[config.mk]
export PLATFORM = sky130hd
export DESIGN_NAME = uart_rx_core_flat
export DESIGN_NICKNAME = d
export VERILOG_FILES = /design/src/rtl/uart_pkg.sv /design/src/rtl/uart_rx_core_if.sv /design/src/rtl/uart_baud_tick.sv /design/src/rtl/uart_rx_core.sv /design/src/flat_wrapper.sv
export SDC_FILE = /design/constraint.sdc
export NUM_CORES = 1
export LEC_CHECK = 0
export ABC_AREA = 0
export CORE_ASPECT_RATIO = 0.5
export CORE_MARGIN = 1.5
export CORE_UTILIZATION = 50
export DETAILED_ROUTE_END_ITERATION = 7
export PLACE_DENSITY = 0.78
export RECOVER_POWER = 50
export SETUP_SLACK_MARGIN = 0.2
export SYNTH_ARGS = -nofsm -noshare
export SYNTH_HDL_FRONTEND = slang
export SYNTH_SLANG_ARGS = --single-unit
export TNS_END_PERCENT = 5
[constraint.sdc]
create_clock -name clk -period 2.1 [get_ports clk]
set_input_delay 0.21 -clock clk [delete_from_list [all_inputs] [get_ports clk]]
set_output_delay 0.21 -clock clk [all_outputs]
set_load 0.1 [all_outputs]
[src/rtl/uart_pkg.sv]
// Types and constants shared by the UART receive and transmit paths.
package uart_pkg;
    localparam int OVS     = 16;
    localparam int SMP_A   = 7;
    localparam int SMP_B   = 8;
    localparam int SMP_C   = 9;
    localparam int SMP_END = 15;

    typedef enum logic [2:0] {IDLE, START, DATA, PARITY, STOP} rx_state_t;

    typedef struct packed {
        logic [7:0] data;
        logic       fe;
        logic       pe;
    } rx_hold_t;

    function automatic logic maj3(input logic a, input logic b, input logic c);
        return (a & b) | (a & c) | (b & c);
    endfunction
endpackage

[src/rtl/uart_rx_core_if.sv]
// Received-byte hand-off between the UART receiver and its consumer.
interface uart_rx_core_if;
    logic [7:0] rx_data;
    logic       rx_fe;
    logic       rx_pe;
    logic       rx_valid;
    logic       rx_ready;

    modport master (output rx_data, rx_fe, rx_pe, rx_valid, input rx_ready);
    modport slave  (input rx_data, rx_fe, rx_pe, rx_valid, output rx_ready);
endinterface

[src/rtl/uart_baud_tick.sv]
// Oversample tick generator: reloads from comp (0 acts as 1) at each wrap,
// emits a one-clock tick on terminal count, and restarts on a sync clear.
module uart_baud_tick #(
    parameter int COMP_W = 16
) (
    input  logic              clk,
    input  logic              rst,
    input  logic [COMP_W-1:0] comp_i,
    input  logic              clr_i,
    output logic              tick_o
);
    logic [COMP_W-1:0] cnt_q, cnt_d, reload;

    always_comb begin
        reload = (comp_i == '0) ? '0 : comp_i - COMP_W'(1);
        if (clr_i || cnt_q == '0) cnt_d = reload;
        else                      cnt_d = cnt_q - COMP_W'(1);
    end

    assign tick_o = !clr_i && (cnt_q == '0);

    always_ff @(posedge clk or posedge rst) begin
        if (rst) cnt_q <= '0;
        else     cnt_q <= cnt_d;
    end
endmodule

[src/rtl/uart_rx_core.sv]
// 8-bit UART receiver with 16x oversampling and a one-entry holding register.
// state  | meaning
// IDLE   | waiting for a high-to-low transition on the synchronized line
// START  | qualifying the start bit; a high majority is a glitch
// DATA   | shifting in 8 bits, LSB first
// PARITY | checking the optional parity bit
// STOP   | sampling the stop bit and pushing the byte
module uart_rx_core #(
    parameter int COMP_W = 16,
    parameter int OVS    = uart_pkg::OVS
) (
    input  logic              clk,
    input  logic              rst,
    input  logic              rx_en_i,
    input  logic [COMP_W-1:0] comp_i,
    input  logic              par_en_i,
    input  logic              par_odd_i,
    input  logic              uart_rx_i,
    input  logic              err_clr_i,
    output logic              rx_ovf_o,
    output logic              busy_o,
    uart_rx_core_if.master    rx_if
);
    import uart_pkg::*;

    localparam int SCNT_W = $clog2(OVS);

    rx_state_t         state_q, state_d;
    logic              meta_q, rxs_q, prev_hi_q;
    logic [1:0]        vld_q;
    logic [SCNT_W-1:0] scnt_q;
    logic [2:0]        bit_q;
    logic              s7_q, s8_q, pe_q;
    logic [7:0]        shift_q;
    rx_hold_t          hold_q, hold_d;
    logic              valid_q, valid_d, ovf_q, ovf_d;
    logic              tick, start_det, at_dec, at_end, maj, push;

    uart_baud_tick #(.COMP_W(COMP_W)) u_tick (
        .clk    (clk),
        .rst    (rst),
        .comp_i (comp_i),
        .clr_i  (start_det),
        .tick_o (tick)
    );

    // vld_q marks when rxs_q carries a real line sample rather than its reset value,
    // so a line held low through reset is not taken as a start edge.
    always_ff @(posedge clk or posedge rst) begin
        if (rst) begin
            meta_q    <= 1'b1;
            rxs_q     <= 1'b1;
            vld_q     <= '0;
            prev_hi_q <= 1'b0;
        end else begin
            meta_q    <= uart_rx_i;
            rxs_q     <= meta_q;
            vld_q     <= {vld_q[0], 1'b1};
            prev_hi_q <= vld_q[1] & rxs_q;
        end
    end

    assign at_dec = tick && (scnt_q == SCNT_W'(SMP_C));
    assign at_end = tick && (scnt_q == SCNT_W'(SMP_END));
    assign maj    = maj3(s7_q, s8_q, rxs_q);

    always_ff @(posedge clk or posedge rst) begin
        if (rst) state_q <= IDLE;
        else     state_q <= state_d;
    end

    always_comb begin
        state_d = state_q;
        if (!rx_en_i) begin
            state_d = IDLE;
        end else begin
            case (state_q)
                IDLE:    if (start_det) state_d = START;
                START:   if (at_dec && maj) state_d = IDLE;
                         else if (at_end) state_d = DATA;
                DATA:    if (at_end && bit_q == 3'd7) state_d = par_en_i ? PARITY : STOP;
                PARITY:  if (at_end) state_d = STOP;
                STOP:    if (at_dec) state_d = IDLE;
                default: state_d = IDLE;
            endcase
        end
    end

    always_comb begin
        busy_o    = (state_q != IDLE);
        start_det = (state_q == IDLE) && rx_en_i && prev_hi_q && !rxs_q;
        push      = (state_q == STOP) && rx_en_i && at_dec;
    end

    always_ff @(posedge clk or posedge rst) begin
        if (rst) begin
            scnt_q  <= '0;
            bit_q   <= '0;
            s7_q    <= 1'b1;
            s8_q    <= 1'b1;
            shift_q <= '0;
            pe_q    <= 1'b0;
        end else begin
            if (start_det) begin
                scnt_q <= '0;
                bit_q  <= '0;
                pe_q   <= 1'b0;
            end else if (tick) begin
                scnt_q <= scnt_q + SCNT_W'(1);
            end
            if (tick && scnt_q == SCNT_W'(SMP_A)) s7_q <= rxs_q;
            if (tick && scnt_q == SCNT_W'(SMP_B)) s8_q <= rxs_q;
            if (state_q == DATA && at_dec) shift_q <= {maj, shift_q[7:1]};
            if (state_q == DATA && at_end) bit_q <= bit_q + 3'd1;
            if (state_q == PARITY && at_dec) pe_q <= ((^shift_q) ^ maj) != par_odd_i;
        end
    end

    // Overrun set beats a simultaneous err_clr.
    always_comb begin
        hold_d  = hold_q;
        valid_d = valid_q;
        ovf_d   = ovf_q;
        if (err_clr_i) ovf_d = 1'b0;
        if (push) begin
            if (!valid_q || rx_if.rx_ready) begin
                hold_d  = '{data: shift_q, fe: !maj, pe: pe_q};
                valid_d = 1'b1;
            end else begin
                ovf_d = 1'b1;
            end
        end else if (valid_q && rx_if.rx_ready) begin
            valid_d = 1'b0;
        end
    end

    always_ff @(posedge clk or posedge rst) begin
        if (rst) begin
            hold_q  <= '0;
            valid_q <= 1'b0;
            ovf_q   <= 1'b0;
        end else begin
            hold_q  <= hold_d;
            valid_q <= valid_d;
            ovf_q   <= ovf_d;
        end
    end

    assign rx_if.rx_data  = hold_q.data;
    assign rx_if.rx_fe    = hold_q.fe;
    assign rx_if.rx_pe    = hold_q.pe;
    assign rx_if.rx_valid = valid_q;
    assign rx_ovf_o       = ovf_q;
endmodule

[src/flat_wrapper.sv]
// flat-port wrapper written by rule: the top's interface ports become plain ports
module uart_rx_core_flat import uart_pkg::*;
#(
    parameter int COMP_W = 16,
    parameter int OVS    = uart_pkg::OVS
)
  (clk, rst, rx_en_i, comp_i, par_en_i, par_odd_i, uart_rx_i, err_clr_i, rx_ovf_o, busy_o, rx_if_rx_data, rx_if_rx_fe, rx_if_rx_pe, rx_if_rx_valid, rx_if_rx_ready);
  uart_rx_core_if rx_if_i ();
  input  logic clk;
  input  logic rst;
  input  logic rx_en_i;
  input  logic [COMP_W-1:0] comp_i;
  input  logic par_en_i;
  input  logic par_odd_i;
  input  logic uart_rx_i;
  input  logic err_clr_i;
  output logic rx_ovf_o;
  output logic busy_o;
  output wire logic [$bits(rx_if_i.rx_data)-1:0] rx_if_rx_data;
  output wire logic [$bits(rx_if_i.rx_fe)-1:0] rx_if_rx_fe;
  output wire logic [$bits(rx_if_i.rx_pe)-1:0] rx_if_rx_pe;
  output wire logic [$bits(rx_if_i.rx_valid)-1:0] rx_if_rx_valid;
  input wire logic [$bits(rx_if_i.rx_ready)-1:0] rx_if_rx_ready;
  assign rx_if_rx_data = rx_if_i.rx_data;
  assign rx_if_rx_fe = rx_if_i.rx_fe;
  assign rx_if_rx_pe = rx_if_i.rx_pe;
  assign rx_if_rx_valid = rx_if_i.rx_valid;
  assign rx_if_i.rx_ready = rx_if_rx_ready;
  uart_rx_core #(.COMP_W(COMP_W), .OVS(OVS)) u_core (.clk(clk), .rst(rst), .rx_en_i(rx_en_i), .comp_i(comp_i), .par_en_i(par_en_i), .par_odd_i(par_odd_i), .uart_rx_i(uart_rx_i), .err_clr_i(err_clr_i), .rx_ovf_o(rx_ovf_o), .busy_o(busy_o), .rx_if(rx_if_i));
endmodule
After elaboration in Yosys (flattened, before gate mapping)

Index checks and enable logic that the tools add are counted.

Register bits after elaboration: 54
Bits of input ports: 24
Logic and storage cells: 101

$add $sub $neg: 4
Equal/unequal tests: 16
Mux-type cells: 23
Bitwise operators: 7
Reduce and logical (&&, ||, !) cells: 34

Operators with widths:

| kind                                                | count |
|---|---|
| logical NOT 16 bit                                  | 2 |
| 2-to-1 mux 16 bit                                   | 2 |
| subtractor 16 x 1 -> 16 bit (second input constant) | 2 |
| 2-to-1 mux 3 bit                                    | 10 |
| logical AND 1 bit                                   | 16 |
| case mux 3 bit (5 select lines)                     | 1 |
| == test 4 bit (second input constant)               | 3 |
| != test 3 x 2 -> 1 bit (second input constant)      | 3 |
| 2-to-1 mux 1 bit                                    | 8 |
| 2-to-1 mux 4 bit                                    | 2 |
| nonzero test 2 bit                                  | 4 |
| parity 8 bit                                        | 1 |
| == test 3 x 2 -> 1 bit (second input constant)      | 2 |
| == test 3 bit (second input constant)               | 2 |
| AND reduction 5 bit                                 | 1 |
| adder 4 x 1 -> 4 bit (second input constant)        | 1 |
| bitwise AND 1 bit                                   | 4 |
| == test 4 x 3 -> 1 bit (second input constant)      | 1 |
| logical NOT 1 bit                                   | 4 |
| != test 4 x 2 -> 1 bit (second input constant)      | 1 |
| AND reduction 2 bit                                 | 2 |
| adder 3 x 1 -> 3 bit (second input constant)        | 1 |
| == test 3 x 1 -> 1 bit (second input constant)      | 1 |
| logical NOT 3 bit                                   | 1 |
| other kinds (7)                                     | 9 |

Depth between registers and ports, before layout

Word-level depth: 11
Gate-level depth with buffers: 8
Gate-level depth less buffers: 7

Modules after synthesis

From an unflattened synthesis, not the netlist that was laid out.

Cell total of the unflattened synthesis: 290
Area, all modules: 3191.8 µm²

By module, submodules not included:

| module         | times used | cells an instance | area each (µm²) | sequential area each (µm²) |
|---|---|---|---|---|
| uart_rx_core   | 1          | 142               | 1801.7          | 955.9 |
| uart_baud_tick | 1          | 148               | 1390.1          | 400.4 |

Least setup slack after synthesis

No wires, ideal clock.

Path type: reg-to-reg
Start: reg u_core.u_tick.cnt_q[12]
End: reg u_core.hold_q, in the netlist u_core.rx_if.rx_data[0]
Library setup time: 128 ps
Arrival: 2197 ps
Setup slack: -226 ps
Stages on the path, launching flop included: 7
Buffers on the path: 1
Period minus slack after synthesis: 2326 ps
Cell sequence: dfrtp_1 or4_1 nor4_4 nand4_2 nor3b_2 buf_4 mux2_1

Longest elaborated chain between the ends: 5

RTL lines:

| what                                 | line                 | text |
|---|---|---|
| from (decl)                          | uart_baud_tick.sv:12 | `logic [COMP_W-1:0] cnt_q, cnt_d, reload;` |
| from (signal assigned)               | uart_baud_tick.sv:24 | `else cnt_q <= cnt_d;` |
| logical NOT 16 bit                   | uart_baud_tick.sv:20 | `assign tick_o = !clr_i && (cnt_q == '0);` |
| logical AND 1 bit                    | uart_baud_tick.sv:20 |  |
| logical AND 1 bit                    | uart_rx_core.sv:63   | `assign at_dec = tick && (scnt_q == SCNT_W'(SMP_C));` |
| logical AND 1 bit                    | uart_rx_core.sv:92   | `push = (state_q == STOP) && rx_en_i && at_dec;` |
| AND reduction 2 bit (no source line) | -                    |  |
| to (signal assigned)                 | uart_rx_core.sv:143  | `hold_q <= hold_d;` |
| to (decl)                            | uart_rx_core.sv:35   | `rx_hold_t hold_q, hold_d;` |

No other way between the ends.
A chain may end at the register's enable or synchronous reset.

Worst setup path in the final report

Start: reg u_core.u_tick.cnt_q[15]
End: reg u_core.hold_q, in the netlist u_core.rx_if.rx_data[2]

Same word-level chain as after synthesis.

==> run metrics <==
Slew Limit Fails 0; Worst R2R Setup Slack -250 ps; largest net degree at the start of global routing 36; post-synth top area share 0.426; Critical Path RT 2270 ps; Max IR drop VDD about 0.00069 V; CTS Buf Count 5; highest clock rate 0.425 GHz; Fillers roughly 350; Clk pwr share 0.286; max_slew headroom 0.483; first-pass GRT wire length about 12000 um; synthesized cell area 2940 um^2; GPL Wtd Cong about 0.96; P_int 0.00260 W; Sequential Area ~1400 um^2; area delta synth->final 45.0%; initial antenna violation count 0; Clock Path Buffers 2; detailed placement HPWL 5080 um; WHS Endpoint u_core.rxs_q; worst-margin pin slew around 770 ps; Clk pin slew, worst setup/hold paths around 70 ps; Core Region 5590 um^2; GR Util met1 0.294; switching part of the total 0.321; # port buffers 36; ANT nets after route 0; Final Cell Area 4260 um^2; unrepaired setup endpoints after global routing true; RR Startpoint u_core.u_tick.cnt_q[15]; Crit Path Max Fanout 6; worst r2r dst u_core.rx_if.rx_data[2]; Initial Utilization 0.526; WL/cell 17.8 um; post-synth cell types 45; routed via count 2530; die area 6380 um^2; top-count cell post-synth dfrtp_1; P_leak 1.80 nW; CP Launch Type flop; Hold Path Depth 0; worst setup margin -255 ps; sequential fraction of the synthesis area 0.461; Nets 398; Final Hold Vio Count 0; width of the die 111 um; M2 GR Usage 0.436; Worst EP arrival 2530 ps; worst hold start u_core.meta_q; DP Cell Count 427; WS Path Type reg2reg; top cell type by total area after synthesis dfrtp_1; Worst Hold Slack 363 ps; total number of yosys warnings 0; Residual DRC 0; syn avg cell area 10.6 um^2; status complete, but fails checks; cell count of the worst reg-to-reg path 6; power share of the sequential group 0.357; Cell Pwr Density 898 nW/um^2; fin crit share 1.12; CTS Hold Bufs 0; minimum clock period between 2000 and 2500 ps; Cells after Synth 278; MaxCap Viol Count 0; gr usage total 0.241; setup violators final 23; Net Sw Power 0.00123 W; violated checks setup timing; Setup Skew 6.57 ps; final cell count without fillers 440; CTS Sinks 54; Combinational Power Share 0.357; row count 19; area of the multi-input gates 1800 um^2; Synth async-reset ratio 1.00; Post-synth EDFFs 0; Ant. Diodes 0; met3 global-route usage 0.0531; share of cells above drive strength 1 0.365; Clk Tree Root Cell clkbuf_16; main area contributors after synthesis dfrtp_1 43%, xnor2_1 7.7%, mux2_1 4.6%; vias in the first global route 2622; grt ovf 0; Post-synth top cells 50 x dfrtp_1, 26 x xnor2_1, 19 x o22ai_1, 15 x nand2_1, 15 x nor3_1; top-level I/O count 37; final WL 7840 um; Die H 57.2 um; ys flop type dfrtp_1; CTS tree done; drt via density 5.75; Syn Nets 310; GR peak layer met2; first-pass iteration count of the detailed router 4; Yosys reg bits 54; Placement Cell Area between 3000 and 4000 um^2; Worst Setup End Kind flop; worst skew pair latency 290 ps; H-tree depth 2; worst hold path class reg2reg; 1st-iter DRT viols 82
-- per-layer routing --
layer  vias up  wire (um)
met2        68       4030
met5         -          0
met1      1272       3390
li1       1180          -
met4         0        107
met3        10        320
-- worst max-delay path: stages (launching register included) --
cell     delay (ps)
dfrtp_1         380
or4_4           560
nor4_4          350
nand4_2         200
nor3b_2         230
buf_4           180
mux2_1          320
-- cell families after synthesis --
kind of cell | Yosys count | share of synthesized area
mux | 21 | 0.0800
fa+ha+maj | 9 | 0.0374
buf+inv | 21 | 0.0281
flops | 54 | 0.461
other cells | 1 | 0.00128
compound gates | 32 | 0.0689
xor+xnor | 39 | 0.116
simple gates | 101 | 0.207
-- how the worst max path moves through the flow --
stage | startpoint | end | slack (ps) | cells after the start
6_report | u_core.u_tick.cnt_q[15] | u_core.rx_if.rx_data[2] | -250 | 6
3_3_place_gp | u_core.u_tick.cnt_q[15] | u_core.shift_q[4] | -160 | 6
3_5_place_dp | u_core.u_tick.cnt_q[15] | u_core.shift_q[3] | -230 | 6
2_1_floorplan | u_core.u_tick.cnt_q[13] | u_core.rx_if.rx_data[0] | -170 | 6
5_1_grt | u_core.u_tick.cnt_q[15] | u_core.rx_if.rx_data[3] | -330 | 6
4_1_cts | u_core.u_tick.cnt_q[3] | u_core.rx_if.rx_data[2] | -230 | 6
-- state kept, by name, indices dropped and copies added, names as in the netlist --
| register | flops |
|---|---|
| u_core.bit_q | 3 |
| u_core.meta_q | 1 |
| u_core.pe_q | 1 |
| u_core.prev_hi_q | 1 |
| u_core.rx_if.rx_data | 8 |
| u_core.rx_if.rx_fe | 1 |
| u_core.rx_if.rx_pe | 1 |
| u_core.rx_if.rx_valid | 1 |
| u_core.rx_ovf_o | 1 |
| u_core.rxs_q | 1 |
| u_core.s7_q | 1 |
| u_core.s8_q | 1 |
| u_core.scnt_q | 4 |
| u_core.shift_q | 8 |
| u_core.state_q | 3 |
| u_core.u_tick.cnt_q | 16 |
| u_core.vld_q | 2 |
-- cells in the final DEF (no fill, tap or decap), types with 7 or more instances in the layout --
cell,n
xor2_1,13
nand2_1,14
inv_1,13
ha_1,8
buf_4,57
clkdlybuf4s50_1,21
xnor2_1,26
o22ai_2,14
dfrtp_1,50
nand4_1,7
nor3_1,10
mux2_4,14
nor2_1,13
-- layout make-up --
cell class / count / share of cell area
Multi-Input combinational cell: 203 / 0.422
Timing Repair Buffer: 89 / 0.181
Sequential cell: 54 / 0.318
Inverter: 13 / 0.0114
Tap cell: 73 / 0.0214
Clock inverter: 2 / 0.0141
Clock buffer: 6 / 0.0326
-- timing repair --
| item | in CTS | in global routing |
|---|---|---|
| resized for setup | 35 | 29 |
| cloned | 0 | 0 |
| hold endpoints to repair | 0 | 0 |
| setup endpoints to repair | 44 | 43 |
| pin swaps | 17 | 26 |
| buffers inserted | 3 | 2 |
-- power by group through the flow --
stage / registers (W) / clock network, W / logic, W
after floorplan: 0.00138 / 0 / 0.000545
after global placement: 0.00135 / 0 / 0.000999
after detailed placement: 0.00136 / 0 / 0.00105
after CTS: 0.00135 / 0.00109 / 0.00118
after global routing: 0.00138 / 0.00115 / 0.00144
final: 0.00137 / 0.00109 / 0.00137
-- per-stage QoR --
step	util	worst slack, ps	total power, W	TNS, ps
after global placement	0.663	-162	0.00234	-2830
after global routing	0.763	-330	0.00397	-6040
after CTS	0.735	-231	0.00361	-3860
after floorplan	-	-166	0.00192	-1810
after detailed placement	0.663	-233	0.00241	-4360
final	0.763	-255	0.00383	-4730
(Power assumes the default switching activity.)
